File: src/rtl/proc_control_unit_pkg.sv
// +-------------------------------------------------------------------------
// | proc_control_unit_pkg : opcodes, step encoding and bus-select codes
// | Revision: 1.0
// +-------------------------------------------------------------------------
`default_nettype none

package proc_control_unit_pkg;

  typedef enum logic [1:0] {
    T0 = 2'd0,
    T1 = 2'd1,
    T2 = 2'd2,
    T3 = 2'd3
  } step_t;

  localparam logic [2:0] OP_MV  = 3'b000;
  localparam logic [2:0] OP_MVT = 3'b001;
  localparam logic [2:0] OP_ADD = 3'b010;
  localparam logic [2:0] OP_SUB = 3'b011;

  localparam logic [3:0] SEL_G      = 4'd8;
  localparam logic [3:0] SEL_IMM    = 4'd9;
  localparam logic [3:0] SEL_IMM_HI = 4'd10;
  localparam logic [3:0] SEL_NONE   = 4'd15;

  function automatic logic is_arith(input logic [2:0] op);
    return (op == OP_ADD) || (op == OP_SUB);
  endfunction

endpackage

`default_nettype wire

File: src/rtl/proc_control_unit_if.sv
// +-------------------------------------------------------------------------
// | proc_control_unit_if : instruction/run inputs and datapath control outputs
// | Revision: 1.0
// +-------------------------------------------------------------------------
`default_nettype none

interface proc_control_unit_if #(
  parameter int DATA_W = 16,
  parameter int NREG   = 8
);
  logic              run;
  logic [DATA_W-1:0] IR;
  logic              IRin;
  logic [NREG-1:0]   Rin;
  logic [3:0]        Select;
  logic              Ain;
  logic              Gin;
  logic              AddSub;
  logic              done;
  logic              busy;
  logic              illegal;
  logic [1:0]        Tstep_Q;
  logic [15:0]       instr_count;

  modport master (
    output run, IR,
    input  IRin, Rin, Select, Ain, Gin, AddSub, done, busy, illegal,
           Tstep_Q, instr_count
  );

  modport slave (
    input  run, IR,
    output IRin, Rin, Select, Ain, Gin, AddSub, done, busy, illegal,
           Tstep_Q, instr_count
  );
endinterface

`default_nettype wire

File: src/rtl/proc_control_unit_dec3to8.sv
// +-------------------------------------------------------------------------
// | dec3to8 : 3-bit to one-hot 8 decoder with enable
// | Revision: 1.0
// +-------------------------------------------------------------------------
`default_nettype none

module dec3to8 (
  input  logic       en,
  input  logic [2:0] sel,
  output logic [7:0] onehot
);
  assign onehot = en ? (8'b0000_0001 << sel) : 8'b0000_0000;
endmodule

`default_nettype wire

File: src/rtl/proc_control_unit.sv
// +-------------------------------------------------------------------------
// | proc_control_unit : four-step control FSM for a simple mv/mvt/add/sub CPU
// | Revision: 1.0
// +-------------------------------------------------------------------------
`default_nettype none

module proc_control_unit
  import proc_control_unit_pkg::*;
#(
  parameter int DATA_W = 16,
  parameter int NREG   = 8
) (
  input  logic                clock,
  input  logic                reset,
  proc_control_unit_if.slave  bus
);

  step_t             r_state;
  logic [15:0]       r_count;
  logic [DATA_W-1:0] w_ir;
  logic [2:0]        w_op;
  logic              w_imm;
  logic [2:0]        w_rx;
  logic [2:0]        w_ry;
  logic              w_irin;
  logic              w_rin_en;
  logic              w_ain;
  logic              w_gin;
  logic              w_addsub;
  logic              w_done;
  logic              w_illegal;
  logic [3:0]        w_sel;
  logic [7:0]        w_rin_onehot;
  logic              w_unused_ir_bits;

  assign w_ir             = bus.IR;
  assign w_op             = w_ir[15:13];
  assign w_imm            = w_ir[12];
  assign w_rx             = w_ir[11:9];
  assign w_ry             = w_ir[2:0];
  assign w_unused_ir_bits = ^w_ir[8:3];

  always_ff @(posedge clock or negedge reset) begin
    if (!reset) begin
      r_state <= T0;
      r_count <= 16'h0000;
    end else begin
      case (r_state)
        T0:      if (bus.run) r_state <= T1;
        T1:      r_state <= is_arith(w_op) ? T2 : T0;
        T2:      r_state <= T3;
        default: r_state <= T0;
      endcase
      if (w_done) r_count <= r_count + 16'd1;
    end
  end

  // Reset gates IRin so no IR load is requested while the unit is held in reset.
  always_comb begin
    w_irin    = 1'b0;
    w_rin_en  = 1'b0;
    w_ain     = 1'b0;
    w_gin     = 1'b0;
    w_addsub  = 1'b0;
    w_done    = 1'b0;
    w_illegal = 1'b0;
    w_sel     = SEL_NONE;
    case (r_state)
      T0: w_irin = bus.run & reset;
      T1: begin
        case (w_op)
          OP_MV: begin
            w_sel    = w_imm ? SEL_IMM : {1'b0, w_ry};
            w_rin_en = 1'b1;
            w_done   = 1'b1;
          end
          OP_MVT: begin
            w_sel    = SEL_IMM_HI;
            w_rin_en = 1'b1;
            w_done   = 1'b1;
          end
          OP_ADD, OP_SUB: begin
            w_sel = {1'b0, w_rx};
            w_ain = 1'b1;
          end
          default: begin
            w_done    = 1'b1;
            w_illegal = 1'b1;
          end
        endcase
      end
      T2: begin
        w_sel    = w_imm ? SEL_IMM : {1'b0, w_ry};
        w_gin    = 1'b1;
        w_addsub = w_op[0];
      end
      default: begin
        w_sel    = SEL_G;
        w_rin_en = 1'b1;
        w_done   = 1'b1;
      end
    endcase
  end

  dec3to8 u_dec3to8 (
    .en     (w_rin_en),
    .sel    (w_rx),
    .onehot (w_rin_onehot)
  );

  assign bus.IRin        = w_irin;
  assign bus.Rin         = NREG'(w_rin_onehot);
  assign bus.Select      = w_sel;
  assign bus.Ain         = w_ain;
  assign bus.Gin         = w_gin;
  assign bus.AddSub      = w_addsub;
  assign bus.done        = w_done;
  assign bus.illegal     = w_illegal;
  assign bus.busy        = (r_state != T0);
  assign bus.Tstep_Q     = r_state;
  assign bus.instr_count = r_count;

endmodule

`default_nettype wire

File: src/flat_wrapper.sv
// flat-port wrapper written by rule: the top's interface ports become plain ports
module proc_control_unit_flat import proc_control_unit_pkg::*;
#(
  parameter int DATA_W = 16,
  parameter int NREG   = 8
)
  (clock, reset, bus_run, bus_IR, bus_IRin, bus_Rin, bus_Select, bus_Ain, bus_Gin, bus_AddSub, bus_done, bus_busy, bus_illegal, bus_Tstep_Q, bus_instr_count);
  proc_control_unit_if #(.DATA_W(DATA_W), .NREG(NREG)) bus_i ();
  input  logic clock;
  input  logic reset;
  input wire logic [$bits(bus_i.run)-1:0] bus_run;
  input wire logic [$bits(bus_i.IR)-1:0] bus_IR;
  output wire logic [$bits(bus_i.IRin)-1:0] bus_IRin;
  output wire logic [$bits(bus_i.Rin)-1:0] bus_Rin;
  output wire logic [$bits(bus_i.Select)-1:0] bus_Select;
  output wire logic [$bits(bus_i.Ain)-1:0] bus_Ain;
  output wire logic [$bits(bus_i.Gin)-1:0] bus_Gin;
  output wire logic [$bits(bus_i.AddSub)-1:0] bus_AddSub;
  output wire logic [$bits(bus_i.done)-1:0] bus_done;
  output wire logic [$bits(bus_i.busy)-1:0] bus_busy;
  output wire logic [$bits(bus_i.illegal)-1:0] bus_illegal;
  output wire logic [$bits(bus_i.Tstep_Q)-1:0] bus_Tstep_Q;
  output wire logic [$bits(bus_i.instr_count)-1:0] bus_instr_count;
  assign bus_i.run = bus_run;
  assign bus_i.IR = bus_IR;
  assign bus_IRin = bus_i.IRin;
  assign bus_Rin = bus_i.Rin;
  assign bus_Select = bus_i.Select;
  assign bus_Ain = bus_i.Ain;
  assign bus_Gin = bus_i.Gin;
  assign bus_AddSub = bus_i.AddSub;
  assign bus_done = bus_i.done;
  assign bus_busy = bus_i.busy;
  assign bus_illegal = bus_i.illegal;
  assign bus_Tstep_Q = bus_i.Tstep_Q;
  assign bus_instr_count = bus_i.instr_count;
  proc_control_unit #(.DATA_W(DATA_W), .NREG(NREG)) u_core (.clock(clock), .reset(reset), .bus(bus_i));
endmodule
File: config.mk
export PLATFORM = sky130hd
export DESIGN_NAME = proc_control_unit_flat
export DESIGN_NICKNAME = d
export VERILOG_FILES = /design/src/rtl/proc_control_unit_pkg.sv /design/src/rtl/proc_control_unit_if.sv /design/src/rtl/proc_control_unit_dec3to8.sv /design/src/rtl/proc_control_unit.sv /design/src/flat_wrapper.sv
export SDC_FILE = /design/constraint.sdc
export NUM_CORES = 1
export LEC_CHECK = 0
export CAP_MARGIN = 0
export CORE_AREA = 2 2 73 57
export DETAILED_ROUTE_END_ITERATION = 8
export DIE_AREA = 0 0 75 59
export MAX_ROUTING_LAYER = met4
export SYNTH_ARGS = -nofsm -noshare
export SYNTH_HDL_FRONTEND = slang
export SYNTH_HIERARCHICAL = 1
export SYNTH_SLANG_ARGS = --single-unit
File: constraint.sdc
create_clock -name clock -period 2.1 [get_ports clock]
set_input_delay 0.63 -clock clock [delete_from_list [all_inputs] [get_ports clock]]
set_output_delay 0.63 -clock clock [all_outputs]
set_load 0.005 [all_outputs]
After elaboration in Yosys (flattened, before gate mapping) --
Cells that the tools add are included.
Cells by class: add/sub/neg operators 1, shifts and indexed selects 1, reductions and logical operators 8, eq/ne operators 6, bitwise logic cells 1, muxes and demuxes 18
Operators with widths (count):
- 4-bit case mux with 3 select lines | 2
- 16-bit by 1-bit adder with 16-bit output, second input constant | 1
- 1-bit 2-to-1 mux | 9
- 8-bit 2-to-1 mux | 1
- 1-bit by 3-bit left shift with 8-bit output, first input constant | 1
- 3-bit by 2-bit equality test with 1-bit output, second input constant | 2
- 2-bit case mux with 3 select lines | 1
- 2-bit OR reduction | 3
- 2-bit 2-to-1 mux | 2
- 4-bit 2-to-1 mux | 1
- 1-bit case mux with 2 select lines | 2
- 4-bit OR reduction | 1
- 3-bit by 1-bit equality test with 1-bit output, second input constant | 1
- 3-bit logical NOT | 1
- 2-bit by 1-bit equality test with 1-bit output, second input constant | 1
- 2-bit equality test, second input constant | 1
- 2-bit logical NOT | 1
- 2-bit inequality test, second input constant | 1
- 2-bit nonzero test | 1
- 1-bit bitwise AND | 1
- 1-bit logical OR | 1
Storage, ports and cells: bits in registers 18, bits of input ports 19, output and inout bits 37

Logic depth before layout (Yosys ltp) --
Gate-level depths: netlist of the first run.
word-level depth 5, depth in mapped cells 5

Hierarchy --
The synthesis of the first run kept the hierarchy.
Modules (own cells, without submodules):
- proc_control_unit | instances 1, cells each 97, area each 982.2 sq um
- dec3to8 | instances 1, cells each 8, area each 95.1 sq um

Worst setup path after synthesis of the first run --
No wires, ideal clock.
kind input -> output, start point input bus_IR[14], end point output bus_Rin[7], arrival 1.323 ns, stages 5, required time 1.470 ns, path slack 0.147 ns, path through buf_6 > nor2_1 > nor2_1 > nor2_1 > and4_2
Between the ends: longest elaborated chain between the ends 5
Ends and longest elaborated chain:
- start: declaration | line flat_wrapper.sv:12 | input wire logic [$bits(bus_i.IR)-1:0] bus_IR;
- 3-bit by 1-bit equality test with 1-bit output / 3-bit logical NOT (equally long branches) | line proc_control_unit.sv:71 | case (w_op)
- 2-bit OR reduction (no line) *
- 1-bit 2-to-1 mux * | line proc_control_unit.sv:71
- 1-bit case mux with 2 select lines * | line proc_control_unit.sv:68 | case (r_state)
- named net u_core.w_rin_en | line proc_control_unit.sv:26 | logic w_rin_en;
- 8-bit 2-to-1 mux * | line proc_control_unit_dec3to8.sv:12 | assign onehot = en ? (8'b0000_0001 << sel) : 8'b0000_0000;
- end: declaration | line flat_wrapper.sv:14 | output wire logic [$bits(bus_i.Rin)-1:0] bus_Rin;
Mark *: on every way through the listed nets, which the timed path passes. The rest lies on a longest branch.

Worst setup path after layout of the first run --
start point input bus_IR[10], end point output bus_Select[1]
Between the ends: longest elaborated chain between the ends 2
Ends and longest elaborated chain:
- 4-bit case mux with 3 select lines | line proc_control_unit.sv:71
- 4-bit case mux with 3 select lines | line proc_control_unit.sv:68
- end: declaration | line flat_wrapper.sv:15 | output wire logic [$bits(bus_i.Select)-1:0] bus_Select;
Every way passes these cells.

==> results.toml, run 1 <==
[routing]
drc_errors = 0
drt_wl_total_mm = 3.09
drtAntennaViolNets = 0
vias_per_cell = 4.46
avgRoutedWirePerCell_um = 13.4
drt_iter0_drc = 60
dr.pass1.iters = 4
via_count = 1031

[worst_setup_path]
crit_type = "in2out"
end_kind = "output port"
critical_path.max_stage_delay_ps = 260
worstReg2RegStart = "u_core/bus.Tstep_Q[0]$_DFFE_PN0P_"
start_kind = "primary input"
required_ps = 1470
ff2ff_path_depth = 7
reg2reg_slack_ps = 540
cp_cell_sequence = "clkdlybuf4s15_2 > nor2b_1 > a21oi_1 > o31a_1 > buf_2"
worstPathArrival_ps = 1450
startpoint = "bus_IR[10]"
crit_end = "bus_Select[1]"
slowest_stage = "clkdlybuf4s15_2"
crit_fanout = 9
r2r_end = "u_core/bus.instr_count[9]$_DFFE_PN0P_"

[floorplan]
die_y_um = 59
start_util = 0.296
core-area_mm2 = 0.00364
die-area_mm2 = 0.00443
die_x_um = 75
rows = 19
boundaryPins = 56

[job]
maxCapViolCount = 0

[synth]
synth_area_leaders = "dfrtp_1 42%, xnor2_1 9.8%, nor2_1 3.8%, nand3_1 3.7%, nand2_1 2.4%"
synthArstFlopShare = 1.00
syn_avg_cell_area_um2 = 10.3
synth_area_leader_cell = "dfrtp_1"
synth_seq_cells = 18
yosysWarnings = 6
netlist_instances = 105
yosysSeqAreaShare = 0.418
synth_area_mm2 = 0.00108
yosysUniqueCellTypes = 37
synth_ff_type = "dfrtp_1"
synth_top_area_frac = 0.418
synth_edf_count = 0
syn-num-nets = 125

[clocking]
clockRootBuffer = "clkbuf_8"
cts_buffer_depth = 2
cts_sinks = 18
clk_pin_slew_ps = 70
holdBufCountCts = 0
insertion_delay_ps = 260
cts_tree = "yes"
htree_num_levels = 1
cts_buffers = 3

[placement]
place_hpwl_mm = 2.32
gp_congestion = 0.739
io_buffers = 49
dp.cells = 222

[sta]
maxSlewViolCount = 0
skew_ps = 4.30
tightest_slew_ps = 301
hold_viol = 0
rsz0062_at_grt = "yes"
fmax_mhz = 482
min_period_ps = 2080
period_share = 0.988
setup_viol_count_final = 0
slew_headroom = 0.798

[finish]
insertedDiodeCount = 0
drive_gt1_frac = 0.419
fin_cells = 231
nNetsFinal = 200
syn2layout_area_growth_pct = 71.8
fill_cells = 344
fin_util = 0.509

[power_and_ir_drop]
power.density_mw_per_mm2 = 846
ir_drop_uv = 633
power.leakage_nw = 0.820

[global_route]
grt_pass1_vias = 992
grt.total_usage = 0.151
grt_overflow = 0
grt_pass1_wl_mm = 4.87
antenna_found_initial = 0
grt_max_degree = 19

[status]
status = "completed"

[hold_path]
hp-class = "in2async"
==> report_power, final <==
group          internal [mW]  total (mW)  leakage, nW  switching [mW]
registers              0.417       0.512        0.231          0.0946
logic                  0.461       0.769        0.560           0.309
clock network          0.167       0.284       0.0288           0.117
==> kinds of logic after synthesis <==
| kind of cell | count (synthesis) | synth area share |
|---|---|---|
| AOI/OAI and AO/OA | 8 | 0.0546 |
| xor gates and xnor gates | 15 | 0.122 |
| adders and majority gates | 1 | 0.0116 |
| buffers and inverters | 4 | 0.0209 |
| DFF | 18 | 0.418 |
| muxes | 1 | 0.0105 |
| and+or+nand+nor | 58 | 0.362 |
==> worst max-delay path, delay by kind of cell <==
family / cells / cell delay (ps)
buffers and inverters: 2 / 390
AOI/OAI and AO/OA: 2 / 290
and+or+nand+nor: 1 / 140
==> cell type report <==
cell class	count	area, um^2	share of cell area
Timing Repair Buffer	72	599	0.324
Clock buffer	4	55.1	0.0297
Inverter	2	7.51	0.00406
Tap cell	52	65.1	0.0352
Multi-Input combinational cell	83	673	0.364
Sequential cell	18	450	0.243
==> cells in the final DEF (no fill, tap or decap), types with 2 or more instances in the layout <==
cell type,count
xor2_1,3
clkdlybuf4s15_1,2
buf_2,11
and4b_2,2
clkdlybuf4s15_2,3
nor2_2,4
inv_1,2
and3_1,2
nor3_2,3
and4bb_1,2
nand3_1,8
buf_6,5
dlygate4sd2_1,7
buf_4,21
clkbuf_2,4
a221oi_2,2
clkbuf_8,4
xnor2_1,12
nand4_1,3
nor2_1,7
o2bb2ai_1,2
dfrtp_1,18
nand2_1,7
clkdlybuf4s50_1,18
==> metal layers <==
metal / global-route usage / routed length (um)
met1: 0.207 / 1460
met2: 0.219 / 1480
met3: 0.0391 / 112
met4: 0.0434 / 34
met5: - / 0
==> cells in the mapped netlist (2+ instances only) <==
cell and number:
nor2b_1 2, nor3b_1 2, xnor2_1 12, and4bb_1 2
nor3_1 3, nand4_1 3, or2_2 2, nor2_1 11
xor2_1 3, inv_1 2, nand2_1 7, a221oi_1 2
dfrtp_1 18, a21oi_1 2, and3_1 2, o2bb2ai_1 2
and4b_2 2, nand3_1 8, nand2b_1 2
==> registers in the layout (all words and copies together) (netlist names) <==
register                count
u_core/bus.instr_count     16
u_core/bus.Tstep_Q          2
==> worst min path at each step <==
| stage | endpoint | cells past startpoint | from |
|---|---|---|---|
| after floorplan | u_core/bus.Tstep_Q[0]$_DFFE_PN0P_ | 0 | reset |
| after CTS | u_core/bus.instr_count[15]$_DFFE_PN0P_ | 2 | reset |
| after global routing | u_core/bus.Tstep_Q[1]$_DFFE_PN0P_ | 2 | reset |
| final | u_core/bus.instr_count[15]$_DFFE_PN0P_ | 2 | reset |
| after global placement | u_core/bus.instr_count[15]$_DFFE_PN0P_ | 1 | u_core/bus.instr_count[15]$_DFFE_PN0P_ |
| after detailed placement | u_core/bus.instr_count[15]$_DFFE_PN0P_ | 1 | u_core/bus.instr_count[15]$_DFFE_PN0P_ |
==> metrics by stage <==
step           setup TNS [ps]  worst slack (ps)  hold slack [ps]  power, mW  cell area (um^2)
3_5_place_dp           -12930              -781              483       1.26              1750
2_1_floorplan               0               147              334      0.776              1080
5_1_grt                  -154             -36.7              509       1.66              1850
6_report                    0              24.2              480       1.56              1850
4_1_cts                 -85.2             -85.2              493       1.55              1810
3_3_place_gp           -12900              -772              465       1.25              1750
==> repair_timing <==
item,in CTS,in global routing
pin swaps,8,3
gates resized for setup,94,26
setup endpoints to repair,18,16
setup buffers,4,1
Note: power is estimated with default switching activity, not from simulation.
==> inputs of run 2 (changes only) <==
Settings changed: CAP_MARGIN 0 to unset.
Clock period 2.1 ns to 2.4 ns, I/O delays scaled along.
==> run 2 against run 1 <==
Clock skew fell by 1.1 ps. Die area unchanged. Sequential share of layout area grew 0.66 points. Critical path depth unchanged. Cell area is 2.6% lower. Global-route usage is 0.75 points higher. Combinational power is 19% lower. Clock power fell by 12%. Core utilization fell by 1.3 points. Critical path type unchanged. Critical endpoint is now bus_Ain. Highest routed layer unchanged.
==> results.toml, run 2 (same netlist as run 1, synthesis figures left out) <==
[routing]
dr.pass1.iters = 4
via_count = 1022
drt_iter0_drc = 48
vias_per_cell = 4.54
avgRoutedWirePerCell_um = 13.9
drc_errors = 0
drtAntennaViolNets = 0
drt_wl_total_mm = 3.12

[clocking]
holdBufCountCts = 0
cts_sinks = 18
clk_pin_slew_ps = 70
htree_num_levels = 1
clockRootBuffer = "clkbuf_8"
cts_buffers = 3
cts_buffer_depth = 2
cts_tree = "yes"
insertion_delay_ps = 260

[worst_setup_path]
required_ps = 1680
critical_path.max_stage_delay_ps = 260
end_kind = "output port"
cp_cell_sequence = "clkdlybuf4s15_2 > buf_6 > nand2b_4 > nor3b_2 > dlygate4sd2_1"
worst-path-stages = 5
worstPathArrival_ps = 1650
slowest_stage = "dlygate4sd2_1"
crit_type = "in2out"
start_kind = "primary input"
ff2ff_path_depth = 6
path_buf_inv = 3
path_delay_family = "buffers and inverters"
crit_fanout = 5

[finish]
insertedDiodeCount = 0
largest_reg_flops = 16
final_common_cell = "clkdlybuf4s50_1"
fin_cells = 225
mostFrequentLayoutCells = "22 x clkdlybuf4s50_1, 18 x dfrtp_1, 14 x buf_4"
nNetsFinal = 194
drive_gt1_frac = 0.341
syn2layout_area_growth_pct = 67.2

[sta]
min_period_ps = 2370
whs_ps = 483
fin_tns_setup_ps = 0
slew_headroom = 0.782
hold_viol = 0
fmax_mhz = 422
maxSlewViolCount = 0
period_share = 0.986
setup_viol_count_final = 0
rsz0062_at_grt = "yes"
tightest_slew_ps = 326
skew_ps = 3.16

[hold_path]
hold_depth = 1
hp-class = "reg2reg"

[floorplan]
die_y_um = 59
core-area_mm2 = 0.00364
die-area_mm2 = 0.00443
die_x_um = 75
boundaryPins = 56
start_util = 0.296
rows = 19

[global_route]
grt.total_usage = 0.158
grt_pass1_wl_mm = 4.96
antenna_found_initial = 0
grt_max_degree = 19
grt_pass1_vias = 1004
grt_overflow = 0

[power_and_ir_drop]
ir_drop_uv = 615
power.leakage_nw = 0.814
power.density_mw_per_mm2 = 736

[job]
maxCapViolCount = 0

[placement]
dp.cells = 219
io_buffers = 49
gp_congestion = 0.775
place_hpwl_mm = 2.36

[status]
status = "completed"
## run 2: final cells by class
type                       count  area, um^2
fill                         339        1840
multi-input combinational     83         664
timing repair buffer          66         559
sequential                    18         450
tap                           52        65.1
clock buffer                   4        55.1
inverter                       2        7.51
## run 2: power breakdown
group          total (mW)  internal, mW  switching, mW
clock               0.251         0.146          0.105
combinational       0.626         0.369          0.257
sequential          0.449         0.365         0.0841
## run 2: path summary, 6_finish.rpt
| check | startpoint | to | slack [ps] |
|---|---|---|---|
| setup / recovery | bus_IR[15] | bus_Ain | 30 |
| hold / removal | u_core/bus.instr_count[15]$_DFFE_PN0P_ | u_core/bus.instr_count[15]$_DFFE_PN0P_ | 480 |
| setup reg to reg | u_core/bus.Tstep_Q[1]$_DFFE_PN0P_ | u_core/bus.instr_count[13]$_DFFE_PN0P_ | 900 |
| hold reg to reg | u_core/bus.instr_count[15]$_DFFE_PN0P_ | u_core/bus.instr_count[15]$_DFFE_PN0P_ | 480 |
| max in group asynchronous | reset | u_core/bus.instr_count[3]$_DFFE_PN0P_ | 1360 |
| min in group asynchronous | reset | u_core/bus.Tstep_Q[0]$_DFFE_PN0P_ | 850 |
## run 2: worst reg2reg max path: stages (launching register included)
cell and delay (ps):
dfrtp_1 410, buf_6 170, nor3b_4 60, buf_4 150
nor3_1 300, nand3_1 140, xnor2_1 200
## run 2: repair_timing
action | 4_1_cts | 5_1_grt
pin swaps | 9 | 4
setup endpoints to repair | 17 | 8
gates resized for setup | 79 | 9
endpoints found under the hold margin | 0 | 0
setup buffers | 2 | 0
## run 2: through the flow
stage,setup WS (ps),power [mW],utilization,cell area (um^2)
after CTS,3.63,1.34,0.498,1810
after detailed placement,-688,1.08,0.476,1730
after floorplan,267,0.679,-,1080
final,32.4,1.33,0.495,1800
after global routing,-0.235,1.41,0.495,1800
after global placement,-657,1.06,0.476,1730
## run 2: layer usage
layer | vias up | global-route usage | share of wire
li1 | 512 | - | -
met1 | 486 | 0.215 | 0.47
met2 | 18 | 0.228 | 0.47
met3 | 6 | 0.0357 | 0.032
met4 | 0 | 0.0638 | 0.022
met5 | - | - | 0
==> inputs of run 3 (changes only) <==
Settings changed: CORE_AREA 2 2 73 57 to 2 2 63 65, DIE_AREA 0 0 75 59 to 0 0 65 67.
==> run 3 against run 2 <==
Core utilization is 1.9 points higher. Die area fell by 1.6%. First-iteration DRC count fell by 77%. The run now ends with setup timing left. Total power decreased by 0.87%. Clock skew increased by 2.3 ps. Global-route usage down 0.70 points. Non-clock buffer count increased by 2. Flip-flop and latch count did not move. Cell area up 2.9%. Clock-buffer cell count did not move. Clock power is 4% lower.
==> results.toml, run 3 (same netlist as run 1, synthesis figures left out) <==
[power_and_ir_drop]
p_sw_uw = 430
clockPowerShare = 0.183
power.leakage_nw = 0.828
seqPwrFrac = 0.351
p_int_uw = 885
combPwrFrac = 0.466
totalPowerFinal_mw = 1.31
switching_share = 0.327
ir_drop_uv = 276
power.density_mw_per_mm2 = 709

[placement]
gp_congestion = 0.810
place_area_mm2 = 0.00170
place_hpwl_mm = 2.17
io_buffers = 49
place_ws_ps = -666
dp.cells = 211

[hold_path]
min_from = "u_core/bus.instr_count[15]$_DFFE_PN0P_"
hold_depth = 1
hp-class = "reg2reg"
min_to = "u_core/bus.instr_count[15]$_DFFE_PN0P_"

[clocking]
htree_num_levels = 1
cts_buffers = 3
clk_pin_slew_ps = 70
holdBufCountCts = 0
cts_tree = "yes"
cts_buffer_depth = 2
cts_sinks = 18
clockRootBuffer = "clkbuf_8"
insertion_delay_ps = 250

[floorplan]
die_x_um = 65
core-area_mm2 = 0.00361
die_y_um = 67
start_util = 0.299
boundaryPins = 56
rows = 22
die-area_mm2 = 0.00436

[finish]
fin_util = 0.514
syn2layout_area_growth_pct = 72.1
final_common_cell = "clkdlybuf4s50_1"
largest_reg_flops = 16
insertedDiodeCount = 0
drive_gt1_frac = 0.360
fill_cells = 353
nNetsFinal = 196
fin_cells = 223
mostFrequentLayoutCells = "22 x clkdlybuf4s50_1, 16 x buf_4, 16 x dfrtp_1"
finish.instance_area_mm2 = 0.00185

[worst_setup_path]
crit_fanout = 5
cp_cell_sequence = "buf_8 > nor2_4 > nor2_2 > nor2_1 > buf_4 > buf_6 > buf_6 > and4bb_1 > buf_2"
required_ps = 1680
reg2reg_slack_ps = 870
worstReg2RegStart = "u_core/bus.Tstep_Q[1]$_DFFE_PN0P_"
slowest_stage = "and4bb_1"
critical_path.max_stage_delay_ps = 200
r2r_end = "u_core/bus.instr_count[11]$_DFFE_PN0P_"
worstPathArrival_ps = 1700
end_kind = "output port"
ff2ff_path_depth = 6
crit_type = "in2out"
critPathMostFrequentCell = "buf_6"
start_kind = "primary input"

[sta]
setup_viol_count_final = 2
fin_tns_setup_ps = -31.1
tightest_slew_ps = 309
fmax_mhz = 414
min_period_ps = 2420
whs_ps = 469
maxSlewViolCount = 0
slew_headroom = 0.793
skew_ps = 5.48
period_share = 1.01
timing.final.ws_setup_ps = -16.5
hold_viol = 0
rsz0062_at_grt = "yes"

[routing]
dr.pass1.iters = 3
vias_per_cell = 4.77
drt_wl_total_mm = 2.89
via_count = 1063
avgRoutedWirePerCell_um = 13.0
drt_iter0_drc = 11
drtAntennaViolNets = 0
drc_errors = 0

[global_route]
grt.total_usage = 0.151
grt_overflow = 0
grt_max_degree = 19
grt_pass1_wl_mm = 5.09
antenna_found_initial = 0
grt_pass1_vias = 1135

[job]
maxCapViolCount = 0

[status]
violations = "setup timing"
status = "finished, violations left"
==> run 3: what timing repair did <==
item                                   in CTS  in global routing
setup endpoints to repair                  17                 13
setup buffers                               7                  1
gates resized for setup                    83                 10
endpoints found under the hold margin       0                  0
pin swaps                                  10                  5
==> run 3: final cells by class <==
| type | count | area, um^2 | share of cell area |
|---|---|---|---|
| Tap cell | 48 | 60.1 | 0.0324 |
| Clock buffer | 4 | 55.1 | 0.0297 |
| Sequential cell | 18 | 453 | 0.244 |
| Multi-Input combinational cell | 83 | 673 | 0.363 |
| Inverter | 2 | 7.51 | 0.00405 |
| Timing Repair Buffer | 68 | 606 | 0.327 |
==> run 3: worst max path at each step <==
| stage | from | endpoint | slack (ps) | cells past startpoint |
|---|---|---|---|---|
| 3_3_place_gp | bus_IR[14] | bus_Rin[5] | -680 | 7 |
| 4_1_cts | bus_IR[14] | bus_Rin[4] | -30 | 9 |
| 3_5_place_dp | bus_IR[14] | bus_Rin[0] | -670 | 7 |
| 2_1_floorplan | bus_IR[14] | bus_Rin[7] | 270 | 5 |
| 6_report | bus_IR[14] | bus_Rin[4] | -20 | 9 |
| 5_1_grt | bus_IR[14] | bus_Rin[4] | -70 | 9 |
==> run 3: routing by layer <==
layer / track usage / vias up / routed length [um]
met5: - / - / 0
met3: 0.0372 / 0 / 211
li1: - / 514 / -
met1: 0.179 / 500 / 1320
met4: 0.0293 / 0 / 0
met2: 0.262 / 49 / 1360
==> run 3: critical path: cells and delay by family <==
kind | cells | cell delay (ps)
buffers and inverters | 5 | 530
and+or+nand+nor | 4 | 440
==> run 3: power groups by stage <==
| stage | Clock (mW) | Combinational [mW] | Sequential, mW |
|---|---|---|---|
| final | 0.241 | 0.612 | 0.462 |
| after detailed placement | 0 | 0.586 | 0.471 |
| after global routing | 0.264 | 0.675 | 0.483 |
| after floorplan | 0 | 0.228 | 0.451 |
| after CTS | 0.249 | 0.618 | 0.462 |
| after global placement | 0 | 0.584 | 0.469 |
==> RTL change (flow settings as in run 3) <==
`NREG` is set to 8 in 3 places; all go to 10.
--- a/src/rtl/proc_control_unit_if.sv
+++ b/src/rtl/proc_control_unit_if.sv
@@ -6,7 +6,7 @@
 
 interface proc_control_unit_if #(
   parameter int DATA_W = 16,
-  parameter int NREG   = 8
+  parameter int NREG   = 10
 );
   logic              run;
   logic [DATA_W-1:0] IR;
--- a/src/rtl/proc_control_unit.sv
+++ b/src/rtl/proc_control_unit.sv
@@ -8,7 +8,7 @@
   import proc_control_unit_pkg::*;
 #(
   parameter int DATA_W = 16,
-  parameter int NREG   = 8
+  parameter int NREG   = 10
 ) (
   input  logic                clock,
   input  logic                reset,
--- a/src/flat_wrapper.sv
+++ b/src/flat_wrapper.sv
@@ -2,7 +2,7 @@
 module proc_control_unit_flat import proc_control_unit_pkg::*;
 #(
   parameter int DATA_W = 16,
-  parameter int NREG   = 8
+  parameter int NREG   = 10
 )
   (clock, reset, bus_run, bus_IR, bus_IRin, bus_Rin, bus_Select, bus_Ain, bus_Gin, bus_AddSub, bus_done, bus_busy, bus_illegal, bus_Tstep_Q, bus_instr_count);
   proc_control_unit_if #(.DATA_W(DATA_W), .NREG(NREG)) bus_i ();
Interface: changed (resized bus_Rin); port bits go from 56 to 58. The function was not compared with the original's and may differ.
==> RTL change against run 3 <==
Combinational power decreased by 2%; via count shrank 0.75%; largest cell class unchanged; final cell count down 1.3%; cell area decreased by 5.1%; global-route usage up 0.22 points; sequential share of layout area up 1.2 points; critical endpoint is now bus_Select[0]; routed wire length decreased by 0.55%; synthesized area grew 1.7%; sequential cell count unchanged; total power shrank 4.4%; worst setup slack improved by 42 ps.
==> RTL change: results (changes against run 3) <==
Status
  – Status: complete, no violations (was finished, violations left)

Logic synthesis
  – Yosys cell types: 39 (was 37)
  – Sequential area share after synthesis: 41.1% (was 41.8%)
  – Mean area per synthesized cell: 10.1 um2 (was 10.3 um2)
  – Ranking of synthesized cells by area: dfrtp_1, xnor2_1, nor2_1 (unchanged)

Final layout
  – Nets: 194 (was 196)
  – Ant. Diodes: 0 (unchanged)
  – Layout cell share with drive strength beyond 1: 30.8% (was 36.0%)
  – Fillers: 345 (was 353)

Routing
  – 1st-pass router iterations: 4 (was 3)
  – Drt total wl: 2870 um (was 2890 um)
  – Vias: 1,055 (was 1,063)
  – Vias/cell: 4.80 (was 4.77)
  – Starting DRT DRC Count: 33 (was 11)
  – Drt drc: 0 (unchanged)

Worst hold path
  – Hold Path Origin: u_core/bus.instr_count[15] (unchanged)
  – Hold path endpoint: u_core/bus.instr_count[15] (unchanged)

Place
  – Final Wtd Congestion: 0.790 (was 0.810)
  – Worst slack, placed: -660 ps (was -666 ps)
  – Inst Count DP: 215 (was 211)
  – HPWL Detailed: 2160 um (was 2170 um)
  – Dpl cell area: 1720 um2 (was 1700 um2)
  – IO Port Bufs: 49 (unchanged)

Worst setup path
  – Reg2reg setup slack: 840 ps (was 870 ps)
  – RR Endpoint: u_core/bus.instr_count[13] (was u_core/bus.instr_count[11])
  – Critical Path Source: bus_IR[12] (was bus_IR[14])
  – Worst Reg2Reg Path Length in Cells: 6 (unchanged)
  – Worst Setup EP: bus_Select[0] (was bus_Rin[4])
  – Reg2reg start: u_core/bus.Tstep_Q[1] (unchanged)
  – CP max stage delay: 260 ps (was 200 ps)
  – CP max-delay cell: or2_4 (was and4bb_1)
  – Critical path peak fanout: 2 (was 5)

STA
  – Final WS setup: 25.6 ps (was -16.5 ps)
  – Hold Slack: 486 ps (was 469 ps)
  – Clock Skew: 0.598 ps (was 5.48 ps)

Pwr
  – VDD IR max: 229 uV (was 276 uV)
  – LEAKAGE: 0.788 nW (was 0.828 nW)

Global routing
  – First-pass GRT wire length: 5010 um (was 5090 um)
  – Vias in the first global route: 1,089 (was 1,135)
  – Total GRT Usage: 15.3% (was 15.1%)

CTS
  – Worst-path clk slew: 60 ps
  – TritonCTS Buffers: 3 (unchanged)
==> RTL change: changes by cell type after synthesis <==
cell	before	now
buf_4	0	2
conb_1	0	1
==> RTL change: cell families (layout without fill, tap and decap cells) <==
family          after synthesis  in the layout  synth area share, %
compound gates                8              8                 5.37
xor+xnor                     15             15                 12.0
fa+ha+maj                     1              1                 1.14
buf+inv                       6             69                 3.42
flops                        18             18                 41.1
mux                           1              1                 1.03
other cells                   1              2                0.342
simple gates                 58             58                 35.6
==> RTL change: layout make-up <==
cell class	instances	area (um2)	area share [%]
clock buffer	3	41.3	2.35
sequential	18	452	25.7
timing repair buffer	64	520	29.6
tap	48	60.1	3.41
multi-input combinational	85	679	38.6
inverter	2	7.51	0.426
==> RTL change: worst max-delay path: cells and delay by family <==
kind / cells / cell delay, ps
simple gates: 1 / 260
compound gates: 2 / 310
buf+inv: 2 / 380
==> RTL change: timing repair <==
action / in CTS / in global routing
setup buffers: 2 / 0
endpoints found under the setup margin: 17 / 12
pin swaps: 11 / 4
resized for setup: 81 / 7
==> RTL change: per-layer routing <==
layer | track usage, % | vias to the layer above | share of wire, %
li1 | - | 509 | -
met1 | 18.3 | 491 | 43
met2 | 25.6 | 48 | 48
met3 | 2.20 | 7 | 6.1
met4 | 7.18 | 0 | 2.7
met5 | - | - | 0
==> RTL change: power by group <==
part / total, mW / switching (mW) / internal [mW]
Combinational: 0.597 / 0.245 / 0.351
Sequential: 0.453 / 0.0872 / 0.366
Clock: 0.207 / 0.0957 / 0.111
